`src/rtl/crossy_game_ctrl.sv`:
```
// -----------------------------------------------------------------------------
// crossy_game_ctrl
//   Frame-rate game sequencer for the VGA crossy-road game. It sits between the
//   VGA timing generator and the pixel renderer. It steps the player FSM on
//   button presses, advances the per-lane car positions once per frame, latches
//   renderer-reported collisions and keeps the score. Every output comes
//   straight from a register.
//
// Ports
//   clk          in   pixel clock
//   sys_rst      in   synchronous, active-high reset
//   move         in   raw hop button (asynchronous, active-high)
//   vsync        in   VGA vertical sync (active-low pulse)
//   display_on   in   VGA active-video flag
//   hit_pixel    in   renderer: player and a car are drawn on the current pixel
//   game_state   out  0 IDLE, 1 PLAY, 2 HOP, 3 DEAD (also the FSM debug view)
//   player_lane  out  current lane of the player
//   hop_offset   out  animation step inside a hop, 0 when not hopping
//   car_x        out  packed car x per lane, lane i at [10*i +: 10]
//   score        out  goals reached, saturating at 255
//
// Pulse semantics (there is no valid/ready handshake in this block):
//   press_q    is high for exactly one cycle per rising edge of the synchronized
//              button, so holding the button never repeats a hop.
//   frame_tick is high for exactly one cycle after registered vsync falls.
//   Every state change happens on a clk edge where the pulse is high.
// -----------------------------------------------------------------------------
module crossy_game_ctrl #(
   parameter int NUM_LANES   = 8,
   parameter int HOP_FRAMES  = 8,
   parameter int DEAD_FRAMES = 60,
   parameter int H_ACTIVE    = 640
) (
   input  logic                      clk,
   input  logic                      sys_rst,
   input  logic                      move,
   input  logic                      vsync,
   input  logic                      display_on,
   input  logic                      hit_pixel,
   output logic [1:0]                game_state,
   output logic [3:0]                player_lane,
   output logic [3:0]                hop_offset,
   output logic [10*NUM_LANES-1:0]   car_x,
   output logic [7:0]                score
);

   typedef enum logic [1:0] {
      S_IDLE = 2'd0,
      S_PLAY = 2'd1,
      S_HOP  = 2'd2,
      S_DEAD = 2'd3
   } state_t;

   state_t     state_q;
   logic [3:0] lane_q;
   logic [3:0] hop_q;
   logic [7:0] score_q;
   logic [7:0] dead_cnt_q;
   logic       hit_q;

   logic       sync1_q, sync2_q, sync3_q, press_q;
   logic       vs_q, vs_d1_q;
   logic       frame_tick;

   logic [9:0] car_q [NUM_LANES];
   logic [9:0] car_d [NUM_LANES];

   // Registered vsync has just gone 1 -> 0.
   assign frame_tick = vs_d1_q & ~vs_q;

   // One car step for a lane: speed 1 + (lane mod 4), even lanes move right,
   // odd lanes move left, both wrap modulo H_ACTIVE.
   function automatic logic [9:0] car_step(input logic [9:0] x, input int unsigned lane);
      logic [10:0] spd;
      logic [10:0] wide;
      spd = 11'(1 + (lane % 4));
      if ((lane % 2) == 0) begin
         wide = {1'b0, x} + spd;
         if (wide >= 11'(H_ACTIVE)) wide = wide - 11'(H_ACTIVE);
      end else begin
         wide = {1'b0, x};
         if (wide < spd) wide = wide + 11'(H_ACTIVE);
         wide = wide - spd;
      end
      return wide[9:0];
   endfunction

   always_comb begin
      for (int i = 0; i < NUM_LANES; i++) begin
         car_d[i] = car_step(car_q[i], i);
      end
   end

   // Cars advance once per frame except while the player is dead.
   always_ff @(posedge clk) begin
      if (sys_rst) begin
         for (int i = 0; i < NUM_LANES; i++) car_q[i] <= 10'((i * 80) % H_ACTIVE);
      end else if (frame_tick && (state_q != S_DEAD)) begin
         for (int i = 0; i < NUM_LANES; i++) car_q[i] <= car_d[i];
      end
   end

   // Input conditioning and the game FSM.
   always_ff @(posedge clk) begin
      if (sys_rst) begin
         sync1_q    <= 1'b0;
         sync2_q    <= 1'b0;
         sync3_q    <= 1'b0;
         press_q    <= 1'b0;
         vs_q       <= 1'b0;
         vs_d1_q    <= 1'b0;
         hit_q      <= 1'b0;
         state_q    <= S_IDLE;
         lane_q     <= 4'd0;
         hop_q      <= 4'd0;
         score_q    <= 8'd0;
         dead_cnt_q <= 8'd0;
      end else begin
         sync1_q <= move;
         sync2_q <= sync1_q;
         sync3_q <= sync2_q;
         press_q <= sync2_q & ~sync3_q;
         vs_q    <= vsync;
         vs_d1_q <= vs_q;

         // The tick evaluates the flag this edge, so clearing here is safe; a
         // hit seen in the same cycle survives into the next frame.
         if (frame_tick) hit_q <= 1'b0;
         if (hit_pixel && display_on && ((state_q == S_PLAY) || (state_q == S_HOP)))
            hit_q <= 1'b1;

         case (state_q)
            S_IDLE: begin
               if (press_q) begin
                  state_q <= S_PLAY;
                  score_q <= 8'd0;
                  lane_q  <= 4'd0;
               end
            end
            S_PLAY: begin
               if (frame_tick && hit_q) begin
                  state_q <= S_DEAD;
               end else if (press_q) begin
                  state_q <= S_HOP;
                  hop_q   <= 4'd0;
               end
            end
            S_HOP: begin
               if (frame_tick) begin
                  if (hit_q) begin
                     state_q <= S_DEAD;
                     hop_q   <= 4'd0;
                  end else if (hop_q == 4'(HOP_FRAMES - 1)) begin
                     hop_q   <= 4'd0;
                     state_q <= S_PLAY;
                     // Landing on the goal lane scores and restarts at lane 0.
                     if (lane_q == 4'(NUM_LANES - 2)) begin
                        lane_q <= 4'd0;
                        if (score_q != 8'hFF) score_q <= score_q + 8'd1;
                     end else begin
                        lane_q <= lane_q + 4'd1;
                     end
                  end else begin
                     hop_q <= hop_q + 4'd1;
                  end
               end
            end
            S_DEAD: begin
               if (frame_tick) begin
                  if (dead_cnt_q == 8'(DEAD_FRAMES - 1)) begin
                     state_q    <= S_IDLE;
                     lane_q     <= 4'd0;
                     dead_cnt_q <= 8'd0;
                     hit_q      <= 1'b0;
                  end else begin
                     dead_cnt_q <= dead_cnt_q + 8'd1;
                  end
               end
            end
            default: state_q <= S_IDLE;
         endcase
      end
   end

   always_comb begin
      car_x = '0;
      for (int i = 0; i < NUM_LANES; i++) car_x[10*i +: 10] = car_q[i];
   end

   assign game_state  = state_q;
   assign player_lane = lane_q;
   assign hop_offset  = hop_q;
   assign score       = score_q;

endmodule

```
`config.mk`:
```
export PLATFORM = sky130hd
export DESIGN_NAME = crossy_game_ctrl
export DESIGN_NICKNAME = d
export VERILOG_FILES = /design/src/rtl/crossy_game_ctrl.sv
export SDC_FILE = /design/constraint.sdc
export NUM_CORES = 1
export LEC_CHECK = 0
export ABC_AREA = 1
export ABC_CLOCK_PERIOD_IN_PS = 17650
export CAP_MARGIN = 30
export CORE_MARGIN = 3
export CORE_UTILIZATION = 55
export DETAILED_ROUTE_END_ITERATION = 10
export PLACE_DENSITY = 0.82
export SLEW_MARGIN = 20
export SYNTH_ARGS = -nofsm -noshare
export SYNTH_HDL_FRONTEND = slang
export SYNTH_SLANG_ARGS = --single-unit
```
`constraint.sdc`:
```
create_clock -name clk -period 17.65 [get_ports clk]
set_clock_uncertainty 0.15 [all_clocks]
set_input_delay 1.765 -clock clk [delete_from_list [all_inputs] [get_ports clk]]
set_output_delay 1.765 -clock clk [all_outputs]
set_load 0.02 [all_outputs]
```
# Word level (Yosys, flattened, before mapping)
# Memories as Yosys holds them, arrays and structs flattened.
# Cells that the tools add are included.
dict set report classes {
  addsub 20
  n_lt_le_gt_ge 8
  eq_ne 20
  muxes 56
  bitwise_logic 12
  n_reduce_logical 14
}
# cell n
set op_table {}
lappend op_table {{10-bit 2-to-1 mux} 16}
lappend op_table {{8-bit 2-to-1 mux} 7}
lappend op_table {{11-bit by 10-bit >= comparator with 1-bit output, second input constant} 4}
lappend op_table {{4-bit 2-to-1 mux} 11}
lappend op_table {{10-bit adder, second input constant} 4}
lappend op_table {{10-bit subtractor, second input constant} 4}
lappend op_table {{10-bit by 1-bit adder with 11-bit output, second input constant} 2}
lappend op_table {{10-bit by 2-bit adder with 11-bit output, second input constant} 2}
lappend op_table {{10-bit by 2-bit < comparator with 1-bit output, second input constant} 2}
lappend op_table {{10-bit by 3-bit < comparator with 1-bit output, second input constant} 2}
lappend op_table {{10-bit by 2-bit subtractor with 10-bit output, second input constant} 2}
lappend op_table {{10-bit by 3-bit subtractor with 10-bit output, second input constant} 2}
lappend op_table {{8-bit by 1-bit adder with 8-bit output, second input constant} 2}
lappend op_table {{2-bit 2-to-1 mux} 8}
lappend op_table {{2-bit inequality test, second input constant} 8}
lappend op_table {{8-bit one-hot mux with 2 select lines} 1}
lappend op_table {{7-bit AND reduction} 2}
lappend op_table {{4-bit one-hot mux with 3 select lines} 1}
lappend op_table {{1-bit 2-to-1 mux} 10}
lappend op_table {{4-bit by 1-bit adder with 4-bit output, second input constant} 2}
lappend op_table {{4-bit by 3-bit == test with 1-bit output, second input constant} 2}
lappend op_table {{8-bit by 6-bit == test with 1-bit output, second input constant} 1}
lappend op_table {{8-bit inequality test, second input constant} 1}
lappend op_table {{1-bit bitwise OR} 8}
lappend op_table {{16 further kinds} 26}
dict set report totals {
  ff_bits 33
  ramBits 80
  input_bits 6
  memories 1
}
# memory words width rd rd_ports_with_merged_regs write_ports line
set memory_table {}
lappend memory_table {car_q 8 10 8 0 8 65} ;# logic [9:0] car_q [NUM_LANES];

# Logic depth before layout (Yosys ltp)
dict set report logic_depth {
  ltp_word 7
  depth_mapped 14
}

# Least setup slack after synthesis
# Ideal clock, no wire load.
dict set report synth_path {
  path_type {register to register}
  startpoint {reg state_q[0], in the netlist game_state[0]}
  endpoint {mem car_q[0][0], enable pin}
  arrival_ns 6.000
  required_ns 16.892
  slack_ns 10.891
  path_stages_with_launch 3
  synth_period_minus_slack_ns 6.759
  path_cell_list {dfxtp_1 -> ha_1 -> o21ai_0}
}
# element line
set synth_rtl {}
lappend synth_rtl {{start, declared} 54} ;# state_t state_q;
lappend synth_rtl {{start signal, assigned} 113} ;# state_q <= S_IDLE;
lappend synth_rtl {{start signal, assigned} 135} ;# state_q <= S_PLAY;
lappend synth_rtl {{start signal, assigned} 142} ;# state_q <= S_DEAD;
lappend synth_rtl {{end, declared} 65}

==> run_results.csv <==
group,metric,value,unit
timing,setup-tns-final,0,ns
drt,dr.first_iter.drc_count,546,
synthesis,seq_area_frac_synth,44.5,%
synthesis,yosys_register_bits,107,
synthesis,synth-main-ff-cell,"edfxtp_1",
global_route,grt_max_degree,48,
timing,fin_crit_sh,24.4,%
placement,routabilityCongestion,0.906,
timing,hold_viol_final,0,
drt,num_vias,5710,
die,dieArea,13100,um^2
min_path,holdCritPathClass,"flip-flop to flip-flop",
flow_run,cap_violations,0,
clocking,cts.htree.levels,3,
synthesis,synthesis.area,6480,um^2
clocking,postCtsHoldBufs,0,
synthesis,synth_cell_types,45,
critical_path,required,17.48,ns
drt,wl,14.4,mm
clocking,clkTransAtPathRegs,0.07,ns
synthesis,syn_avg_cell_area,7.82,um^2
global_route,overflow,0,
final_layout,n_antenna_cell,0,
drt,drc,0,
clocking,cts_tree,"built",
power,vdd_drop_max,0.0509,mV
critical_path,crit_fanout,47,
timing,tightest_slew,0.873,ns
drt,ant_nets,0,
timing,finalSetupViolations,0,
timing,period_minus_slack,4.30,ns
critical_path,worstSetupEndpointType,"flip-flop",
die,die_y,115,um
critical_path,cp.arrival,4.13,ns
global_route,grt_pass1_vias,5308,
timing,finalMaxSlewViolations,0,
placement,dpl.hpwl,10.4,mm
die,row_count,38,
drt,drt-pass1-iter-count,5,
timing,fmax,233,MHz
final_layout,utilization,70.7,%
critical_path,crit_type,"input pin to flip-flop",
clocking,cts_root_buf,"clkbuf_16",
clocking,clockBufferDepth,2,
synthesis,synth_warnings,0,
clocking,cts_made_buffers,9,
clocking,clock_latency,0.35,ns
final_layout,area_growth,22.0,%
critical_path,r2r_slack,14.94,ns
clocking,cts-resized-gates,0,
die,die_x,115,um
timing,maxSlewHeadroom,41.6,%
global_route,grt_pass1_wl,23.9,mm
synthesis,synth_edf_count,74,
global_route,grt_usage,22.1,%
global_route,antenna_found_initial,0,
placement,portBuffers,97,
drt,wl_per_cell,13.5,um
synthesis,synth_cells,828,
final_layout,layout-drive-gt1-share,5.68,%
final_layout,final_nets,965,
die,initial_core_util,58.0,%
power,power.total,0.000632,W
die,core-area,11200,um^2
critical_path,cp-start-kind,"input pin",
outcome,outcome,"finished, final reports clean",
clocking,cts.sinks,107,
power,power.density,80.0,nW/um^2
die,io_pins,104,
synthesis,async_reset_ff_share,0,%
power,leakage,3.26,nW
drt,vias_per_cell,5.32,
timing,rsz0062_at_grt,"no",
clocking,post_cts_buffers,0,
## cell usage after synthesis (2+ instances only)
cell type  count  area (um^2)
nor3_1        14         70.1
buf_4          6         45.0
inv_2          2         7.51
inv_1        122          458
nor2_2         9         56.3
o21ai_0       36          180
a31oi_1        4         25.0
ha_1          31          388
or2_2          3         18.8
nand2_2        7         43.8
nor3_2         3         30.0
o211ai_1       4         30.0
nand2_1      163          612
nor2_1       118          443
a21oi_1       55          275
a211oi_1       2         15.0
nor3b_1        3         22.5
o21ai_1        4         20.0
nand3_1       66          330
nand4_1       15         93.8
nor3b_2        3         37.5
edfxtp_1      74         2220
dfxtp_1       33          661
o21bai_1       5         37.5
xnor2_1        4         35.0
buf_1          3         11.3
clkbuf_1       3         11.3
buf_2          3         15.0
nor4_1         2         12.5
buf_6          2         22.5
or2_0          2         12.5
nand3b_1       4         30.0
xor2_1        11         96.3
## kinds of logic (layout without fill, tap and decap cells)
family,count (synthesis),in the layout,synth area share [%]
and+or+nand+nor,415,415,28.5
buffers and inverters,142,242,8.87
AOI/OAI and AO/OA,117,117,10.1
DFF,107,107,44.5
adders and majority gates,31,31,5.99
xor gates and xnor gates,15,15,2.03
other,1,6,0.0579
## path summary, 6_finish.rpt
kind / depth (start not counted) / start / end
hold / removal: 1 / sync3_q$_SDFF_PP0_ / press_q$_SDFF_PP0_
setup reg to reg: 3 / game_state[0]$_SDFFE_PP0P_ / car_q[0][4]$_SDFFCE_PN0P_
hold reg to reg: 1 / sync3_q$_SDFF_PP0_ / press_q$_SDFF_PP0_
setup / recovery: 5 / sys_rst / car_q[0][4]$_SDFFCE_PN0P_
## stage by stage
stage	area (um^2)	std cells	setup slack, ns	hold slack [ns]
global route	7900	1073	13.17	0.279
floorplan	6490	833	10.89	0.224
CTS	7900	1073	13.34	0.249
finish	7900	1073	13.35	0.246
global placement	7580	1057	13.03	0.237
detailed placement	7580	1057	12.99	0.237
## cells in the final DEF, fill, tap and decap left out, drive strengths merged
master | Yosys | layout
a211oi | 2 | 2
edfxtp | 74 | 74
o21bai | 6 | 6
clkdlybuf4s50 | 0 | 97
nor4 | 2 | 2
nor2 | 128 | 128
clkbuf | 3 | 10
o211ai | 4 | 4
nand4 | 16 | 16
o211a | 1 | 1
bufinv | 0 | 1
nand2 | 170 | 170
inv | 124 | 127
buf | 14 | 4
nand3 | 66 | 66
dfxtp | 33 | 33
a21oi | 56 | 56
conb | 1 | 6
a221oi | 1 | 1
nand3b | 4 | 4
nor3 | 17 | 17
a31oi | 4 | 4
nor3b | 6 | 6
clkinv | 1 | 3
or2 | 5 | 5
o31ai | 1 | 1
a21boi | 1 | 1
ha | 31 | 31
xnor2 | 4 | 4
xor2 | 11 | 11
and3 | 1 | 1
o21ai | 41 | 41
## critical path: stages
cell and delay (ns):
clkdlybuf4s50_1 0.45, buf_4 0.35, clkinv_1 0.41, o21ai_4 0.45
buf_4 0.64
## per-layer routing
layer  global-route usage [%]  routed length [um]
met3                     2.43                 763
met2                     39.0                7080
met5                        0                   0
met4                     6.89                 221
met1                     28.2                6380
## layout make-up
class,instances,area [um^2]
fillers,902,3270
flip-flops and latches,107,2880
repair buffers,101,1000
clock inverters,6,76.3
well taps,140,175
clock buffers,10,250
inverters,125,469
multi-input cells,584,3050
## state kept, by name, summed over array words and instances (netlist names), 2 cells and up
register     count
player_lane      4
score            8
game_state       2
hop_offset       4
car_q           74
dead_cnt_q       8
## power breakdown
part | internal, W | leakage (nW) | switching (W)
clock network | 0.000121 | 0.161 | 0.0000963
registers | 0.000282 | 0.977 | 0.0000165
logic | 0.0000442 | 2.12 | 0.0000718
Note: power is estimated with default switching activity, not from simulation.
